$ cat config.mk
export PLATFORM = sky130hd
export DESIGN_NAME = hazard_unit_mc
export DESIGN_NICKNAME = d
export VERILOG_FILES = /design/src/rtl/hazard_unit_mc.sv
export SDC_FILE = /design/constraint.sdc
export NUM_CORES = 1
export LEC_CHECK = 0
export ABC_AREA = 1
export BUFFER_PORTS_ARGS = -buffer_cell sky130_fd_sc_hd__buf_2
export CORE_UTILIZATION = 35
export CTS_CLUSTER_SIZE = 25
export DETAILED_ROUTE_END_ITERATION = 8
export SLEW_MARGIN = 20
export SYNTH_ARGS = -nofsm -noshare
export SYNTH_HDL_FRONTEND = slang
export SYNTH_SLANG_ARGS = --single-unit
$ cat constraint.sdc
create_clock -name clk -period 1.7 [get_ports clk]
set_input_delay 0.17 -clock clk [delete_from_list [all_inputs] [get_ports clk]]
set_output_delay 0.17 -clock clk [all_outputs]
set_load 0.02 [all_outputs]
$ cat src/rtl/hazard_unit_mc.sv
// Hazard/forwarding controller for the 5-stage pipeline, with mul/div busy tracking
// and split-handshake dbus / ibus wait state machines.
module hazard_unit_mc #(
  parameter int REG_AW  = 5,
  parameter int MUL_LAT = 2,
  parameter int DIV_LAT = 33
) (
  input  logic              clk,
  input  logic              resetn,
  input  logic [REG_AW-1:0] rs_d,
  input  logic [REG_AW-1:0] rt_d,
  input  logic              use_rs_d,
  input  logic              use_rt_d,
  input  logic              br_d,
  input  logic              hilo_rd_d,
  input  logic [REG_AW-1:0] rs_e,
  input  logic [REG_AW-1:0] rt_e,
  input  logic [REG_AW-1:0] rd_e,
  input  logic              regwrite_e,
  input  logic              load_e,
  input  logic              muldiv_start_e,
  input  logic              div_e,
  input  logic [REG_AW-1:0] rd_m,
  input  logic              regwrite_m,
  input  logic              load_m,
  input  logic [REG_AW-1:0] rd_w,
  input  logic              regwrite_w,
  input  logic              i_valid,
  input  logic              i_data_ok,
  input  logic              d_valid,
  input  logic              d_write,
  input  logic              d_addr_ok,
  input  logic              d_data_ok,
  output logic [1:0]        fwd_rs_d,
  output logic [1:0]        fwd_rt_d,
  output logic [1:0]        fwd_rs_e,
  output logic [1:0]        fwd_rt_e,
  output logic              stall_f,
  output logic              stall_d,
  output logic              stall_e,
  output logic              stall_m,
  output logic              flush_e,
  output logic              muldiv_busy,
  output logic              d_addr_acc,
  output logic [1:0]        d_state_dbg,  // 0 idle, 1 address wait, 2 data wait
  output logic              i_state_dbg   // 1 while waiting for ibus data
);

  // Handshake: a bus transfer is in flight while its valid is high; it ends on the
  // cycle the slave returns the final ok (addr_ok for writes, data_ok for reads).
  localparam int MAX_LAT = (MUL_LAT > DIV_LAT) ? MUL_LAT : DIV_LAT;
  localparam int CW      = $clog2(MAX_LAT + 1);
  localparam logic [CW-1:0] MUL_LD = CW'(MUL_LAT);
  localparam logic [CW-1:0] DIV_LD = CW'(DIV_LAT);

  typedef enum logic [1:0] {D_IDLE = 2'd0, D_ADDR = 2'd1, D_DATA = 2'd2} d_state_t;
  typedef enum logic {I_IDLE = 1'b0, I_WAIT = 1'b1} i_state_t;

  d_state_t d_state, d_next;
  i_state_t i_state, i_next;
  logic [CW-1:0] md_cnt;

  logic busy, accept, stall_m_raw, stall_e_raw, bubble;
  logic load_use, br_e_haz, br_m_haz, ibus_stall;

  function automatic logic [1:0] fwd_sel(input logic [REG_AW-1:0] src,
                                         input logic [REG_AW-1:0] m_rd, input logic m_ok,
                                         input logic [REG_AW-1:0] w_rd, input logic w_ok);
    logic [1:0] sel;
    sel = 2'b00;
    if (src != '0) begin
      if (m_ok && m_rd == src)      sel = 2'b01;
      else if (w_ok && w_rd == src) sel = 2'b10;
    end
    return sel;
  endfunction

  function automatic logic d_src_hit(input logic [REG_AW-1:0] r);
    return (r != '0) && ((use_rs_d && r == rs_d) || (use_rt_d && r == rt_d));
  endfunction

  always_ff @(posedge clk or negedge resetn) begin
    if (!resetn) begin
      md_cnt  <= '0;
      d_state <= D_IDLE;
      i_state <= I_IDLE;
    end else begin
      if (accept)             md_cnt <= div_e ? DIV_LD : MUL_LD;
      else if (md_cnt != '0)  md_cnt <= md_cnt - CW'(1);
      d_state <= d_next;
      i_state <= i_next;
    end
  end

  always_comb begin
    d_next = d_state;
    case (d_state)
      D_IDLE: begin
        if (d_valid && d_addr_ok && !d_write && !d_data_ok) d_next = D_DATA;
        else if (d_valid && !d_addr_ok)                     d_next = D_ADDR;
      end
      D_ADDR: begin
        if (!d_valid)                          d_next = D_IDLE;
        else if (d_addr_ok && !d_write && !d_data_ok) d_next = D_DATA;
        else if (d_addr_ok)                    d_next = D_IDLE;
      end
      D_DATA:  if (d_data_ok) d_next = D_IDLE;
      default: d_next = D_IDLE;
    endcase
  end

  always_comb begin
    i_next = i_state;
    case (i_state)
      I_IDLE:  if (i_valid && !i_data_ok) i_next = I_WAIT;
      I_WAIT:  if (i_data_ok) i_next = I_IDLE;
      default: i_next = I_IDLE;
    endcase
  end

  always_comb begin
    busy        = (md_cnt != '0);
    load_use    = load_e && d_src_hit(rd_e);
    br_e_haz    = br_d && regwrite_e && d_src_hit(rd_e);
    br_m_haz    = br_d && load_m && d_src_hit(rd_m);
    ibus_stall  = i_valid && !i_data_ok;
    stall_m_raw = d_valid && !(d_write ? d_addr_ok : d_data_ok);
    stall_e_raw = stall_m_raw || (busy && muldiv_start_e);
    bubble      = load_use || br_e_haz || br_m_haz || ibus_stall || (busy && hilo_rd_d);
    accept      = muldiv_start_e && !stall_e_raw && !busy;

    fwd_rs_d    = 2'b00;
    fwd_rt_d    = 2'b00;
    fwd_rs_e    = 2'b00;
    fwd_rt_e    = 2'b00;
    stall_f     = 1'b0;
    stall_d     = 1'b0;
    stall_e     = 1'b0;
    stall_m     = 1'b0;
    flush_e     = 1'b0;
    muldiv_busy = 1'b0;
    d_addr_acc  = 1'b0;
    if (resetn) begin
      fwd_rs_d    = fwd_sel(rs_d, rd_m, regwrite_m && !load_m, rd_w, regwrite_w);
      fwd_rt_d    = fwd_sel(rt_d, rd_m, regwrite_m && !load_m, rd_w, regwrite_w);
      fwd_rs_e    = fwd_sel(rs_e, rd_m, regwrite_m && !load_m, rd_w, regwrite_w);
      fwd_rt_e    = fwd_sel(rt_e, rd_m, regwrite_m && !load_m, rd_w, regwrite_w);
      stall_m     = stall_m_raw;
      stall_e     = stall_e_raw;
      stall_d     = stall_e_raw || bubble;
      stall_f     = stall_e_raw || bubble;
      // A held E instruction must not be replaced by a bubble.
      flush_e     = bubble && !stall_e_raw;
      muldiv_busy = busy;
      d_addr_acc  = (d_state == D_DATA);
    end
  end

  assign d_state_dbg = d_state;
  assign i_state_dbg = i_state;

endmodule

# [After elaboration in Yosys (flattened, before gate mapping)]
# Cells that the tools add are included.
# W data, S select, Z words.
[totals] reg_bits=9 out_inout_bits=18 word_cells=115
[op_classes] n_addsub=1 n_eq_ne=15 mux=36 bitwise=1 n_reduce_logical=59
[ops] operator="$eq A5 B5 Y1" n=10
[ops] operator="$mux W2" n=22
[ops] operator="$logic_and A1 B1 Y1" n=33
[ops] operator="$reduce_bool A5 Y1" n=6
[ops] operator="$mux W6" n=3
[ops] operator="$mux W1" n=9
[ops] operator="$logic_not A1 Y1" n=8
[ops] operator="$logic_or A1 B1 Y1" n=8
[ops] operator="$pmux W2 S3" n=1
[ops] operator="$reduce_bool A6 Y1" n=1
[ops] operator="$sub A6 B1 Y6 const B" n=1
[ops] operator="$ne A4 B4 Y1 const B" n=1
[ops] operator="$ne A3 B3 Y1 const B" n=1
[ops] operator="$reduce_and A3 Y1" n=1
[ops] operator="$eq A2 B1 Y1 const B" n=1
[ops] operator="$eq A2 B2 Y1 const B" n=1
[ops] operator="$logic_not A2 Y1" n=1
[ops] operator="$ne A2 B2 Y1 const B" n=1
[ops] operator="$pmux W1 S2" n=1
[ops] operator="$reduce_bool A2 Y1" n=1
[ops] operator="$not A1 Y1" n=1

# [Logic depth before layout (Yosys ltp)]
[logic_depth] depth_word=11 mapped_depth=12

# [Least setup slack after synthesis]
# No wires, ideal clock.
[synth_path] path_kind="register to output" start="reg md_cnt[0]" end="out stall_f" arrival_ps=1749 path_slack_ps=-219 path_stages_with_launch=12 path_cell_list="dfrtp_1 > inv_1 > ha_1 > nand3_4 > nor2_4 > inv_4 > nand2_2 > and2_4 > nor2_1 > inv_1 > nand2_1 > buf_4"
[synth_between] elab_chain_len=5
[synth_rtl] item="start, declared" line="61" rtl="logic [CW-1:0] md_cnt;"
[synth_rtl] item="start signal, assigned" line="88" rtl="if (accept) md_cnt <= div_e ? DIV_LD : MUL_LD;"
[synth_rtl] item="start signal, assigned" line="89" rtl="else if (md_cnt != '0) md_cnt <= md_cnt - CW'(1);"
[synth_rtl] item="$reduce_bool A6 Y1 (*)" line="122" rtl="busy = (md_cnt != '0);"
[synth_rtl] item="$logic_and A1 B1 Y1 (on tied branches)" line="128, 129"
[synth_rtl] item="$logic_or A1 B1 Y1 (on tied branches)" line="128, 129"
[synth_rtl] item="$logic_or A1 B1 Y1 (*)"
[synth_rtl] item="$mux W1 (*)"
[synth_rtl] item="end, declared" line="38" rtl="output logic stall_f,"
# Every way passes the cells marked *; elsewhere a longest branch is shown, timed or not.

# [Worst setup path after layout]
[layout_path] start="reg md_cnt[0]" end="out stall_d"
[layout_between] elab_chain_len=5
[layout_rtl] item="$reduce_bool A6 Y1 (*)" line="122"
[layout_rtl] item="$logic_and A1 B1 Y1 (on tied branches)" line="128, 129"
[layout_rtl] item="$logic_or A1 B1 Y1 (on tied branches)" line="128, 129"
[layout_rtl] item="$logic_or A1 B1 Y1 (*)" line="150" rtl="stall_d = stall_e_raw || bubble;"
[layout_rtl] item="$mux W1 (*)" line="143" rtl="if (resetn) begin"
[layout_rtl] item="end, declared" line="39" rtl="output logic stall_d,"
# Marked as above.

==> summary.txt <==
Critical path
  • Worst path arrival time: 1.67 ns
  • Cells on worst reg2reg path: 10
  • Crit path from: md_cnt[0]$_DFFE_PN0P_
  • Family with the most delay on the worst path: simple AND/OR/NAND/NOR gates
  • CP max FO: 3
  • FF-to-FF End: md_cnt[1]$_DFFE_PN0P_
  • Worst R2R Start: md_cnt[0]$_DFFE_PN0P_
  • Crit path depth: 12
  • Critical-path top delay cell: dfrtp_1
  • Critical Path Source Type: flop
  • Worst Setup EP: stall_d
  • CP most frequent cell: nand2_2
  • CP cell instances: inv_2 -> ha_4 -> nand3_4 -> nor2_4 -> inv_4 -> nand2_2 -> o21ai_2 -> a21oi_2 -> nand2_1 -> nand2_2 -> nand2_2 -> buf_6
  • CP Buf/Inv Count: 3
  • Max incr delay on CP: 0.38 ns
  • Critical path class: reg -> out
  • R2R Setup Slk: 0.22 ns
  • CP required: 1.53 ns
  • Worst setup EP type: primary output

Clock network
  • Clk Latency, worst-skew pair: 0.24 ns
  • Root Buffer: clkbuf_8
  • H-Tree Depth: 1
  • Clock sink total: 9
  • Reg clk slew, reported paths: 0.05 ns
  • CTS tree: built
  • CTS buffer count: 3
  • CTS Buffer Depth: 2

Global routing
  • First-pass GRT wire length: 7.33 mm
  • Largest net degree at the start of global routing: 8
  • Vias in the first global route: 1658
  • Gr usage total: 21.7%
  • Initial antenna violation count: 0
  • Grt total ovfl: 0

Route
  • Routed Antenna Nets: 0
  • Iter 0 DRT Violations: 146
  • Drt pass-1 iters: 6
  • Total wire length: 4.77 mm
  • Vias per cell: 5.03
  • Via count: 2005
  • DR DRC count: 0
  • WL/cell: 12.0 µm

Synth
  • Synth cell types: 36
  • Ys Warns: 0
  • Post-synth EDFFs: 0
  • Yosys reg bits: 9
  • Seq/Total Area, Yosys: 15.2%
  • Mapped Area: 1480 µm²
  • Net Count, Synth: 324
  • Post-Synthesis Cells: 268
  • Async SR Flop Fraction: 100%
  • Avg Inst Size Synth: 5.53 µm²
  • Ys flop type: dfrtp_1

Floorplanning
  • Core area: 4030 µm²
  • Initial Util: 36.8%
  • Die X: 67.1 µm
  • Die Ht: 67.1 µm
  • Row cnt: 23
  • DIE AREA: 4500 µm²
  • Io pins: 72

Pwr
  • Clock share of power: 18.9%
  • Pwr Total: 1370 µW
  • Max IR drop VDD: 0.000334 V
  • Combinational share of power: 54.6%
  • Leak pwr: 0.00120 µW
  • Internal: 805 µW
  • P_sw: 566 µW
  • Net Sw Frac: 41.3%
  • Register share of total power: 26.5%
  • Pwr dens: 665 nW/µm²

Final layout
  • Share of cells above drive strength 1: 28.4%
  • Number of diodes: 0
  • Fillers: 476
  • Final net count: 406
  • Area growth, synth to finish: 39.0%
  • Fin area: 2060 µm²
  • Non-filler cells, final: 399

Run status
  • Status: complete, but fails checks
  • Failing checks: negative setup slack

Timing
  • Final period util: 108%
  • Worst setup margin: -0.139 ns
  • Worst Skew: 0.000560 ns
  • Unrepaired setup endpoints after global routing: yes
  • Final min period: 1.84 ns
  • Setup-failing EPs final: 3
  • Slew @ Worst Pin: 0.350 ns
  • FMAX: 544 MHz
  • Final Hold Fails: 0
  • Fin. max-slew vios: 0
  • Slew margin rel.: 76.6%

Place
  • Detailed-placement wirelength estimate: 3.83 mm
  • IO Port Bufs: 71
  • Area post-placement: 1930 µm²
  • Placed Cells: 390
  • Final RePlAce weighted congestion: 0.883

Hold path
  • Worst hold path class: in -> reg

Job
  • MaxCap Viol Count: 0
cells in the mapped netlist, types with 3 or more instances:
cell,count,area [µm²]
o21ai_0,11,55.1
nor2_1,28,105
nor3_1,6,30.0
xor2_1,7,61.3
xnor2_1,5,43.8
nand3_1,12,60.1
a211oi_1,3,22.5
nand4_1,7,43.8
dfrtp_1,9,225
nand2_1,84,315
o22ai_1,8,50.1
o211ai_1,3,22.5
a21oi_1,8,40.0
inv_1,51,191
per-stage QoR:
| step | utilization [%] | hold WS (ns) | TNS (ns) | worst slack [ns] |
|---|---|---|---|---|
| finish | 51.1 | 0.101 | -0.396 | -0.139 |
| global route | 51.1 | 0.0983 | -0.870 | -0.265 |
| global placement | 47.8 | -0.00640 | 0 | 0.0740 |
| CTS | 50.5 | 0.0829 | -0.570 | -0.196 |
| detailed placement | 47.8 | -0.0109 | -0.0197 | -0.0104 |
| floorplan | - | -0.126 | 0 | 0.0285 |
logic make-up after synthesis:
group,after synthesis,share of synthesized area [%]
xor gates and xnor gates,12,7.09
AOI/OAI and AO/OA,39,16.3
and+or+nand+nor,150,45.1
buffers and inverters,56,14.7
adders and majority gates,2,1.69
DFF,9,15.2
timing repair:
| item | 4_1_cts | 5_1_grt |
|---|---|---|
| pin swaps | 4 | 5 |
| hold endpoints to repair | 9 | 0 |
| setup endpoints to repair | 5 | 5 |
| hold buffers | 2 | 0 |
| resized for setup | 9 | 6 |
| buffers inserted | 3 | 1 |
layout make-up:
class                           instances  area [µm²]  share of cell area, %
Tap cell                               50        62.6                   3.04
Timing Repair Buffer                   80         452                   21.9
Multi-Input combinational cell        203        1070                   52.2
Clock buffer                            4        45.0                   2.19
Sequential cell                         9         225                   10.9
Inverter                               53         201                   9.78
power groups by stage:
stage | clock [µW] | combinational [µW] | sequential, µW
4_1_cts | 269 | 712 | 364
5_1_grt | 280 | 842 | 375
6_report | 259 | 748 | 363
3_5_place_dp | 0 | 639 | 366
3_3_place_gp | 0 | 642 | 365
2_1_floorplan | 0 | 436 | 361
registers in the layout (all words and copies together), names as in the netlist:
signal / count
md_cnt: 6
d_state_dbg: 2
i_state_dbg: 1
metal layers:
metal | track usage, % | wire length [µm] | up-vias
met2 | 34.3 | 2180 | 87
met3 | 3.94 | 318 | 11
met1 | 28.8 | 2170 | 883
met4 | 7.98 | 97 | 0
met5 | 0 | 0 | -
li1 | - | - | 1024
worst min path at each step:
stage / slack, ns / start / to / cells past startpoint
after floorplan: -0.13 / resetn / d_state_dbg[0]$_DFFE_PN0P_ / 0
after global placement: -0.006 / resetn / md_cnt[4]$_DFFE_PN0P_ / 1
after detailed placement: -0.01 / resetn / md_cnt[4]$_DFFE_PN0P_ / 1
after CTS: 0.08 / i_data_ok / i_state_dbg$_DFF_PN0_ / 2
after global routing: 0.1 / i_data_ok / i_state_dbg$_DFF_PN0_ / 2
final: 0.10 / i_data_ok / i_state_dbg$_DFF_PN0_ / 2
layout by cell type (no fill, tap or decap), types with 6 or more instances in the layout:
master,n
a21oi_1,7
buf_2,66
buf_4,9
dfrtp_1,9
inv_1,49
nand2_1,81
nand3_1,12
nand4_1,7
nor2_1,27
nor3_1,6
o21ai_0,10
o22ai_1,8
xor2_1,7
(Power assumes the default switching activity.)
